$ cat src/rtl/bram_cart_gen.sv
// bram_cart_gen: Mega CD backup-RAM cartridge controller.
// Decodes the 0x400000-0x7FFFFF cartridge window into the size-ID register,
// the odd-byte RAM window and the write-protect register. It drives a
// byte-wide synchronous BRAM, tracks dirty sectors, and hands the lowest
// dirty sector to the SD-save engine once writes have been idle long enough.
module bram_cart_gen #(
    parameter int ADDR_W   = 17,       // log2 of RAM bytes (13..19)
    parameter int SECT_W   = 9,        // log2 of bytes per dirty sector
    parameter int IDLE_CYC = 1000000   // write-free cycles before a save
) (
    input  logic                     clk,
    input  logic                     rst,
    input  logic                     cart_on,
    input  logic [23:0]              cpu_addr,
    input  logic [15:0]              cpu_dato,
    input  logic                     cpu_as_n,
    input  logic                     cpu_oe_n,
    input  logic                     cpu_we_lo_n,
    output logic [15:0]              cart_dout,
    output logic                     cart_oe,
    output logic [ADDR_W-1:0]        mem_addr,
    output logic [7:0]               mem_din,
    output logic                     mem_we,
    input  logic [7:0]               mem_dout,
    output logic                     save_req,
    output logic [ADDR_W-SECT_W-1:0] save_sect,
    input  logic                     save_ack,
    output logic                     dirty_any
);

    localparam int          NSECT_W   = ADDR_W - SECT_W;
    localparam int          NSECT     = 1 << NSECT_W;
    localparam logic [23:0] IDLE_LAST = 24'(IDLE_CYC - 1);
    localparam logic [3:0]  ID_CODE   = 4'(ADDR_W - 13);

    typedef enum logic [1:0] {
        REGION_ID       = 2'b00,
        REGION_UNMAPPED = 2'b01,
        REGION_RAM      = 2'b10,
        REGION_WP       = 2'b11
    } region_e;

    typedef enum logic [1:0] {
        S_IDLE = 2'b00,
        S_WAIT = 2'b01,
        S_REQ  = 2'b10
    } save_state_e;

    // ------------------------------------------------------------------
    // Window decode
    // ------------------------------------------------------------------
    logic               decode;
    region_e            region;
    logic [ADDR_W-1:0]  ram_addr;
    logic [NSECT_W-1:0] ram_sect;

    assign decode   = cart_on & ~cpu_as_n & (cpu_addr[23:22] == 2'b01);
    assign region   = region_e'(cpu_addr[21:20]);
    // Upper address bits are dropped, so the RAM window aliases.
    assign ram_addr = cpu_addr[ADDR_W:1];
    assign ram_sect = ram_addr[ADDR_W-1:SECT_W];

    // Only the low data byte and part of the address reach the RAM.
    logic unused_bits;
    assign unused_bits = ^{cpu_addr, cpu_dato[15:8]};

    // ------------------------------------------------------------------
    // Write strobe edge detection and register/RAM write path
    // ------------------------------------------------------------------
    logic              we_prev_q;
    logic              wp_q;
    logic              mem_we_q;
    logic [7:0]        mem_din_q;
    logic [ADDR_W-1:0] wr_addr_q;

    logic wr_evt;
    logic ram_wr;
    logic wp_wr;

    // A falling strobe edge yields exactly one event per CPU write cycle.
    assign wr_evt = decode & we_prev_q & ~cpu_we_lo_n;
    // wp=1 means the RAM is writable; writes with wp=0 are dropped entirely.
    assign ram_wr = wr_evt & (region == REGION_RAM) & wp_q;
    assign wp_wr  = wr_evt & (region == REGION_WP);

    // Register the strobe history, the WP bit and the one-cycle BRAM write.
    always_ff @(posedge clk) begin
        // NOTE: sequential state uses non-blocking assignments so every
        // flop samples the pre-edge values regardless of statement order.
        if (rst) begin
            we_prev_q <= 1'b1;
            wp_q      <= 1'b0;
            mem_we_q  <= 1'b0;
            mem_din_q <= 8'h00;
            wr_addr_q <= '0;
        end else begin
            we_prev_q <= cpu_we_lo_n;
            if (wp_wr) begin
                wp_q <= cpu_dato[0];
            end
            mem_we_q <= ram_wr;
            if (ram_wr) begin
                mem_din_q <= cpu_dato[7:0];
                wr_addr_q <= ram_addr;
            end
        end
    end

    // ------------------------------------------------------------------
    // Bus read path
    // ------------------------------------------------------------------
    // Select the read word for the addressed region.
    always_comb begin
        // NOTE: every combinational output gets a default first so no
        // path through the block leaves it unassigned (no latches).
        cart_dout = 16'hFFFF;
        case (region)
            REGION_ID:       cart_dout = {8'hFF, 4'h0, ID_CODE};
            REGION_UNMAPPED: cart_dout = 16'hFFFF;
            REGION_RAM:      cart_dout = {8'hFF, mem_dout};
            REGION_WP:       cart_dout = {8'hFF, 7'h00, wp_q};
            default:         cart_dout = 16'hFFFF;
        endcase
    end

    assign cart_oe  = decode & ~cpu_oe_n & ~rst;
    // During the write pulse the BRAM must see the captured write address.
    assign mem_addr = mem_we_q ? wr_addr_q : ram_addr;
    assign mem_din  = mem_din_q;
    assign mem_we   = mem_we_q;

    // ------------------------------------------------------------------
    // Dirty tracking and save handshake
    // ------------------------------------------------------------------
    save_state_e        state_q, state_d;
    logic [23:0]        cnt_q, cnt_d;
    logic [NSECT-1:0]   dirty_q, dirty_d;
    logic [NSECT_W-1:0] save_sect_q, save_sect_d;
    logic [NSECT_W-1:0] low_sect;

    // Find the lowest-numbered dirty sector.
    always_comb begin
        low_sect = '0;
        for (int i = NSECT - 1; i >= 0; i--) begin
            if (dirty_q[i]) begin
                low_sect = NSECT_W'(i);
            end
        end
    end

    // Save FSM next state, idle counter and dirty bitmap update.
    always_comb begin
        state_d     = state_q;
        cnt_d       = cnt_q;
        dirty_d     = dirty_q;
        save_sect_d = save_sect_q;

        // Applied first so a write into the sector being saved keeps it dirty.
        if (ram_wr) begin
            dirty_d[ram_sect] = 1'b1;
        end

        case (state_q)
            S_IDLE: begin
                cnt_d = '0;
                if (|dirty_q) begin
                    state_d = S_WAIT;
                end
            end
            S_WAIT: begin
                if (ram_wr) begin
                    cnt_d = '0;
                end else if (cnt_q == IDLE_LAST) begin
                    cnt_d             = '0;
                    state_d           = S_REQ;
                    save_sect_d       = low_sect;
                    dirty_d[low_sect] = 1'b0;
                end else begin
                    cnt_d = cnt_q + 24'd1;
                end
            end
            S_REQ: begin
                cnt_d = '0;
                if (save_ack) begin
                    state_d = (|dirty_d) ? S_WAIT : S_IDLE;
                end
            end
            default: begin
                state_d = S_IDLE;
                cnt_d   = '0;
            end
        endcase
    end

    // Save FSM state, counter, bitmap and latched sector registers.
    always_ff @(posedge clk) begin
        // NOTE: the dirty bitmap is a flop array, not BRAM, so it is reset
        // like any other register; the backing RAM contents are not.
        if (rst) begin
            state_q     <= S_IDLE;
            cnt_q       <= '0;
            dirty_q     <= '0;
            save_sect_q <= '0;
        end else begin
            state_q     <= state_d;
            cnt_q       <= cnt_d;
            dirty_q     <= dirty_d;
            save_sect_q <= save_sect_d;
        end
    end

    assign save_req  = (state_q == S_REQ);
    assign save_sect = save_sect_q;
    assign dirty_any = |dirty_q;

endmodule

$ cat config.mk
export PLATFORM = sky130hd
export DESIGN_NAME = bram_cart_gen
export DESIGN_NICKNAME = d
export VERILOG_FILES = /design/src/rtl/bram_cart_gen.sv
export SDC_FILE = /design/constraint.sdc
export NUM_CORES = 1
export LEC_CHECK = 0
export BUFFER_PORTS_ARGS = -buffer_cell sky130_fd_sc_hd__buf_4
export CAP_MARGIN = 10
export CORE_UTILIZATION = 45
export CTS_BUF_LIST = sky130_fd_sc_hd__clkbuf_4 sky130_fd_sc_hd__clkbuf_8
export DETAILED_ROUTE_END_ITERATION = 10
export HOLD_SLACK_MARGIN = 0.02
export SLEW_MARGIN = 10
export SYNTH_ARGS = -nofsm -noshare
export SYNTH_HDL_FRONTEND = slang
export SYNTH_SLANG_ARGS = --single-unit
$ cat constraint.sdc
create_clock -name clk -period 4.6 [get_ports clk]
set_input_delay 0.92 -clock clk [delete_from_list [all_inputs] [get_ports clk]]
set_output_delay 0.92 -clock clk [all_outputs]
set_load 0.05 [all_outputs]
==> results of run 1 <==
## layout make-up
cell class | count | area share, %
diodes | 1 | 0.01146
clock buffers | 95 | 5.298
clock inverters | 9 | 0.4869
inverters | 64 | 1.100
multi-input cells | 1908 | 52.18
flip-flops and latches | 318 | 29.14
well taps | 532 | 3.047
repair buffers | 250 | 8.735
## flip-flops by register name (all words and copies together) (netlist names)
name / cells
mem_we: 1
wp_q: 1
dirty_q: 256
cnt_q: 24
we_prev_q: 1
state_q: 2
wr_addr_q: 17
save_sect: 8
mem_din: 8
## synth_stat cells, drive strengths merged (11+ instances only)
cell type  count  area share, %
a21o          11           0.44
clkbuf       131            2.6
mux2          15           0.91
nand3         54            1.5
and2          14           0.47
buf           40            1.3
dfxtp        318             34
or2           75            2.5
nand2b        32            1.1
nor3b         13           0.79
inv           64            1.3
a211oi       161            6.8
o21bai        17           0.69
nor4         142            5.1
o21a          31            1.3
nor2b         26           0.88
nand2        148            3.0
xor2          14           0.66
nand4         49            1.7
o31ai         21           0.85
or3           18           0.61
a21oi        426             12
o21ai         85            2.3
a31oi         27           0.91
nor2         214            4.5
or4           30            1.2
and3          30            1.0
nor3          97            2.8
o211ai        18           0.78
## placed cells by master (no fill, tap or decap), types with 27 or more instances in the layout
| cell type | instances |
|---|---|
| sky130_fd_sc_hd__inv_1 | 64 |
| sky130_fd_sc_hd__buf_4 | 247 |
| sky130_fd_sc_hd__clkbuf_8 | 72 |
| sky130_fd_sc_hd__nand4_1 | 49 |
| sky130_fd_sc_hd__nand2b_1 | 32 |
| sky130_fd_sc_hd__o21ai_0 | 83 |
| sky130_fd_sc_hd__a21oi_1 | 424 |
| sky130_fd_sc_hd__or4_1 | 30 |
| sky130_fd_sc_hd__dfxtp_1 | 318 |
| sky130_fd_sc_hd__a211oi_1 | 151 |
| sky130_fd_sc_hd__nor3_1 | 88 |
| sky130_fd_sc_hd__or2_2 | 72 |
| sky130_fd_sc_hd__nor2_1 | 191 |
| sky130_fd_sc_hd__nor4_1 | 127 |
| sky130_fd_sc_hd__o21a_1 | 31 |
| sky130_fd_sc_hd__nand3_1 | 53 |
| sky130_fd_sc_hd__nand2_1 | 148 |
| sky130_fd_sc_hd__and3_1 | 30 |
| sky130_fd_sc_hd__a31oi_1 | 27 |
## worst reg2reg max path, delay by kind of cell, from the launching register on
kind                   cells  cell delay (ps)
DFF                        1              370
and+or+nand+nor            5             2410
AOI/OAI and AO/OA          4             1040
buffers and inverters      2              530
## metal layers
layer	share of wire [%]	vias to the layer above	GRT usage (%)
li1	-	9567	-
met1	38	10396	57.36
met2	42	1571	65.08
met3	12	391	10.99
met4	7.6	0	28.97
met5	0	-	0
## kinds of logic (layout without fill, tap and decap cells)
logic type      count (synthesis)  count (layout)  synth area share, %
compound gates                892             892                29.95
simple gates                  972             972                28.62
other cells                     1               9              0.02019
fa+ha+maj                       1               1              0.06736
buf+inv                       235             418                5.208
mux                            16              16               0.9633
xor+xnor                       19              19               0.8960
flops                         318             318                34.28
## metrics by stage
step                      instance area, um2  hold WS (ps)  cells  setup TNS [ps]
after floorplan                        18600         426.0   2461               0
after global placement                 20580         438.6   3072               0
after detailed placement               20580         449.1   3072               0
after CTS                              21840         444.6   3176               0
after global routing                   21840         469.0   3176               0
final                                  21840         452.7   3177          -3.913
## power by group through the flow
stage	clock network (mW)	logic [mW]	registers, mW
final	2.97	0.345	2.76
after global routing	3.11	0.352	2.75
after CTS	2.99	0.334	2.76
after detailed placement	0	0.333	2.82
after global placement	0	0.332	2.82
after floorplan	0	0.196	2.82
## how the worst max path moves through the flow
stage                      start            to  cells past startpoint
floorplan           cpu_addr[13]  mem_addr[12]                      5
global placement    dirty_q[130]  dirty_q[136]                      9
detailed placement  dirty_q[228]  dirty_q[136]                     10
CTS                 dirty_q[147]     dirty_any                      6
global route        dirty_q[147]     dirty_any                      6
finish              dirty_q[147]     dirty_any                      6
==> metrics list, run 1 <==
* Worst Setup Slack post-DPL: 361.5 ps
- After synthesis, the share of flip-flops with an asynchronous set or reset is 0%.
- Clock-pin slew was measured on the worst setup and hold paths at 60 ps.
- The Yosys step of the flow raised 0 warnings.
* Number of antenna violations at the first check in global routing: 3
- The final route contains 21925 vias.
- Critical Path Max Stage Delay: 830 ps
- After detailed routing, the average wire length per cell comes to 29.94 um.
- The first detailed-routing pass took 6 iterations.
- In this run the remaining antenna-violating nets after routing total 0.
* Register area share after synthesis: 34.28%
- Destination of the worst hold path: mem_din[6]
- Postcts setup bufs: 0
- Kind of cell with the highest combined delay on the critical path: simple AND/OR/NAND/NOR gates
- Final cell utilization of the core: 53.62%
- Final setup skew: 60.26 ps
- Slowest cell on the critical path: sky130_fd_sc_hd__nor4_2
* Final nets: 2655
- Entering global routing, the biggest net connects 209 pins.
- Fraction of power spent switching nets: 25.32%
- Register-to-register setup slack: 70 ps
* Remaining Overflow, GRT: 0
- STA classifies the critical path startpoint as a register.
* Die area: 42090 um2
- Wire length of the first global-routing pass: 135800 um
- The H-tree was split into 2 levels.
- The worst hold path was traced through 2 stages.
* Total track usage: 44.31%
- 108 I/O pins were placed.
* FMAX: 217.2 MHz
* Normalized max-slew margin: 22.60%
- The tightest min-delay check is of the reg2reg type.
- The cell count after synthesis came out at 2454.
* Power, Total: 6.073 mW
- Launching point of the worst reg2reg path: dirty_q[228]
- Seq. cell area: 6366 um2
* Number of different library cells in the post-synthesis netlist: 91
* Number of buffers inserted by hold repair at cts: 0
- Required @ worst endpoint: 3680 ps
* Via count of the first global-routing pass: 20046
* Critical setup path kind: reg2out
- After detailed routing, the number of remaining DRC violations is 0.
- After the first detailed-routing iteration, the DRC count stood at 3200.
- Clock latency on the worst-skew pair, taken at its later pin, is 710 ps.
- Largest voltage drop on the vdd net: 0.2709 mV
- The floorplan has 74 rows.
* Internal Dissipation: 4.535 mW
- The worst hold path begins at mem_din[6].
- Compared with the post-synthesis result, the final layout area differs by 17.61%.
- Counting flops with a built-in enable in the synthesized netlist gives 0.
* Combined area of the multi-input logic cells: 11400 um2
- Violated checks: negative setup slack
* CP Capture Type: output port
* Post_cts resized: 0
- CTS saw 318 sinks.
* Clock network fraction of design power: 48.9%
- Using the TritonRoute via totals, the vias-per-cell ratio works out to 6.901.
* Actual slew at the worst max-slew pin: 1161 ps
- Vertical die dimension: 205.2 um
- Time the worst path needs with I/O delays and setup: 4604 ps
* Max-slew violation count: 0
* Total clock buffers created by CTS: 57
- Number of port buffers: 88
- Number of violations of the max-capacitance limit: 0
- After detailed routing, the total wire length is 95120 um.
- In this run the standard cell core region covers 40740 um2.
* Worst flop-to-flop path endpoint: dirty_q[255]
- The flow ran to the end, but the final reports show violations.
* RSZ-0062 raised after global routing: false
* Sequential share of power: 45.4%
- Placer Congestion: 1.052
* Filler cells: 4051
- TritonCTS clock tree: done
- Post-layout worst setup margin: -3.913 ps
- Leakage power summed over all cells: 8.067 nW
* Final setup violation count: 1
* Final Hold Fails: 0
- For the worst flop-to-flop path, the logic depth is 11.
* Starting density of the core: 45.59%
- Net Sw Power: 1.538 mW
- Root buffer cell: sky130_fd_sc_hd__clkbuf_8
- For this run, the leading register cell type out of synthesis is sky130_fd_sc_hd__dfxtp_1.
* Share of cells above drive strength 1: 19.63%
- A synthesized cell averages 7.568 um2.
- Buffer and inverter count on the worst path: 2
- Per report_power, the combinational group accounts for 5.7% of the total.
- Series of cell instances along the critical path: nor4_1, nand4_1, nor4_2, buf_4, nand4_1, buf_4
- The synthesized netlist occupies a cell area of 18570 um2.
- Power spread over the standard cell area amounts to 278.0 nW/um2.
* Critical Path Fanout Max: 6
- DPL Wire Length: 69220 um
- The die is 205.2 um wide.
- Of the available clock period, the critical path in the final layout requires 100.1%.
- After synthesis the netlist holds a flip-flop and latch count of 318.
* WP data arrival: 3680 ps
* CTS max path bufs: 3
No activity file was read; power rests on OpenSTA's default activity.
==> run 2: changes to the inputs <==
--- a/config.mk
+++ b/config.mk
@@ -7,10 +7,12 @@
 export LEC_CHECK = 0
 export BUFFER_PORTS_ARGS = -buffer_cell sky130_fd_sc_hd__buf_4
 export CAP_MARGIN = 10
+export CORE_MARGIN = 2
 export CORE_UTILIZATION = 45
 export CTS_BUF_LIST = sky130_fd_sc_hd__clkbuf_4 sky130_fd_sc_hd__clkbuf_8
 export DETAILED_ROUTE_END_ITERATION = 10
 export HOLD_SLACK_MARGIN = 0.02
+export SKIP_LAST_GASP = 1
 export SLEW_MARGIN = 10
 export SYNTH_ARGS = -nofsm -noshare
 export SYNTH_HDL_FRONTEND = slang
==> run 2 against run 1 <==
  * The flow now finishes without violations
  * Largest cell class unchanged
  * Design area fell by 1.1%
  * Largest power group unchanged
  * Cell count fell by 0.88%
  * Clock power fell by 5%
==> metrics list, run 2 (synthesis results as in run 1) <==
- The run finished with clean final reports.
- Final setup skew: 65.74 ps
* Actual slew at the worst max-slew pin: 1177 ps
- Number of clock sinks seen by CTS: 318
* Pin count of the biggest net entering global routing: 144
- Final cell utilization of the core: 53.04%
* FMAX: 225.1 MHz
* Vertical die dimension: 207.2 um
- Once detail routing completed, the nets flagged for antenna violations numbered 0.
- In this run the count of I/O pins placed on the die edge is 108.
- CP Capture Type: output port
- Among all stages on the critical path, the largest delay is contributed by sky130_fd_sc_hd__nor4_1.
* Final nets: 2628
* Avg WL per Cell: 29.49 um
* Via count of the first global-routing pass: 20178
- On the worst path, the slowest cell contributes a delay of 680 ps.
* Standard cell core area: 40740 um2
* Normalized max-slew margin: 20.83%
- Kind of start point of the critical path: register
- For this run, the number of standard cells in the final layout without fillers is 3149.
* Clk pin slew, worst setup/hold paths: 60 ps
* Via-per-instance ratio: 6.958
- Vias after detailed routing: 21910
* Leading registers by flop count: dirty_q x256, cnt_q x24, wr_addr_q x17
- In the final timing run, aggregate negative setup slack is 0 ps.
- The post-route netlist has 18.68% of its cells at a drive strength greater than 1.
- Dividing total power by cell area gives a power density of 274.1 nW/um2.
- Fill cells in the final layout number 4037.
* Root buffer cell: sky130_fd_sc_hd__clkbuf_8
- Highest-count cells in the layout ignoring fill and taps: sky130_fd_sc_hd__a21oi_1, sky130_fd_sc_hd__dfxtp_1, sky130_fd_sc_hd__buf_4, sky130_fd_sc_hd__nor2_1, sky130_fd_sc_hd__a211oi_1
- Critical setup path kind: reg2out
- Power, Total: 5.923 mW
* DPL Wire Length: 67150 um
- After detailed routing, the total wire length is 92880 um.
- Global-route track usage on met3: 11.55%
- Number of optimization iterations in the first detailed-route pass: 7
- The die is 207.2 um wide.
* Worst hold-check path type: reg2reg
* H-tree depth: 2
* Critical Path Fanout Max: 6
* Skew-Pair Late Insertion Delay: 690 ps
* Leakage power summed over all cells: 7.917 nW
* Worst Setup Slack post-DPL: 600.9 ps
- Most common cell after layout, fill and taps aside: sky130_fd_sc_hd__a21oi_1
- Die area: 42910 um2
- Number of antenna violations at the first check in global routing: 5
* Layer with the highest usage after global routing: met2
- Summed over all layers, the global routing overflow is 0.
- Across the VDD grid, the largest voltage drop is 0.2133 mV.
- Starting density of the core: 45.59%
- STA puts the critical path data required time at 3680 ps.
- Largest Register: dirty_q
* Number of buffers inserted by hold repair at cts: 0
- Max-slew violation count: 0
- WP data arrival: 3520 ps
- The number of clock buffers added by TritonCTS is 55.
* RSZ-0062 raised after global routing: false
- At the end of routability-driven placement, the weighted congestion stood at 1.096.
- The final hold violation count came to 0.
- Series of cell instances along the critical path: nor4_1, nand4_1, nor4_2, nand4_1, buf_4
- In this run the deepest clock path goes through 3 buffers.
- After detailed placement, the total cell area comes to 20410 um2.
- Time the worst path needs with I/O delays and setup: 4442 ps
- TritonCTS clock tree: done
* Worst hold slack: 451.3 ps
* Starting DRT DRC Count: 3764
- Postcts setup bufs: 0
- Largest register FFs: 256
* Final instance area: 21610 um2
- Row generation in the floorplan step produced 74 rows.
* Number of violations of the max-capacitance limit: 0
- Compared with the post-synthesis result, the final layout area differs by 16.35%.
- GR met2 Demand/Resource: 59.66%
- Setup slack on the critical path of the routed design comes to 157.6 ps.
* Count of placed standard cells including taps: 3047
- Register-to-register setup slack: 290 ps
- Final setup violation count: 0
* Wire length of the first global-routing pass: 134300 um
- The most numerous cell type found on the critical path is sky130_fd_sc_hd__nand4_1.
- Total track usage: 41.37%
* Number of port buffers: 88
- Of the available clock period, the critical path in the final layout requires 96.57%.
- Routing usage on met1: 54.60%
- DRC errors left: 0
-- run 2: cell count changes in the layout (fill, tap and decap cells not counted) --
cell / delta
sky130_fd_sc_hd__buf_12: +2
sky130_fd_sc_hd__buf_4: -27
sky130_fd_sc_hd__bufinv_16: -1
sky130_fd_sc_hd__clkbuf_4: -4
sky130_fd_sc_hd__clkbuf_8: -2
sky130_fd_sc_hd__clkinv_2: +3
sky130_fd_sc_hd__clkinvlp_4: -2
sky130_fd_sc_hd__diode_2: +3
sky130_fd_sc_hd__nor4_2: -1
sky130_fd_sc_hd__nor4_4: +1
-- run 2: cell type report --
type | count | area [um2] | share of cell area (%)
Inverter | 64 | 240.2 | 1.112
Timing Repair Buffer | 225 | 1745 | 8.077
Clock buffer | 89 | 1100 | 5.089
Multi-Input combinational cell | 1908 | 11410 | 52.78
Clock inverter | 9 | 76.32 | 0.3532
Antenna cell | 4 | 10.01 | 0.04632
Tap cell | 532 | 665.6 | 3.080
Sequential cell | 318 | 6366 | 29.46
-- run 2: worst max-delay path: cells and delay by family (launching register included) --
family,cells,cell delay [ps]
buffers and inverters,1,320
and+or+nand+nor,4,2170
DFF,1,350
-- run 2: worst paths after layout --
kind / start / end / cells after the start
setup / recovery: dirty_q[67] / dirty_any / 5
setup reg to reg: dirty_q[67] / dirty_q[50] / 9
hold / removal: wr_addr_q[15] / wr_addr_q[15] / 2
hold reg to reg: wr_addr_q[15] / wr_addr_q[15] / 2
-- run 2: report_power, final --
group / leakage, nW / switching (mW) / total, mW / internal, mW
logic: 4.72 / 0.257 / 0.346 / 0.0892
clock network: 0.636 / 1.26 / 2.82 / 1.56
registers: 2.56 / 0.000290 / 2.76 / 2.75
-- run 2: per-layer routing --
| layer | part of all wire, % | routed length (um) | vias up |
|---|---|---|---|
| met5 | 0.033 | 31 | - |
| met4 | 7.4 | 6838 | 6 |
| met3 | 14 | 12790 | 392 |
| met2 | 41 | 37680 | 1644 |
| met1 | 38 | 35540 | 10371 |
| li1 | - | - | 9497 |
-- run 2: timing repair --
item	4_1_cts	5_1_grt
hold endpoints to repair	0	0
endpoints found under the setup margin	0	1
resized for setup	0	1
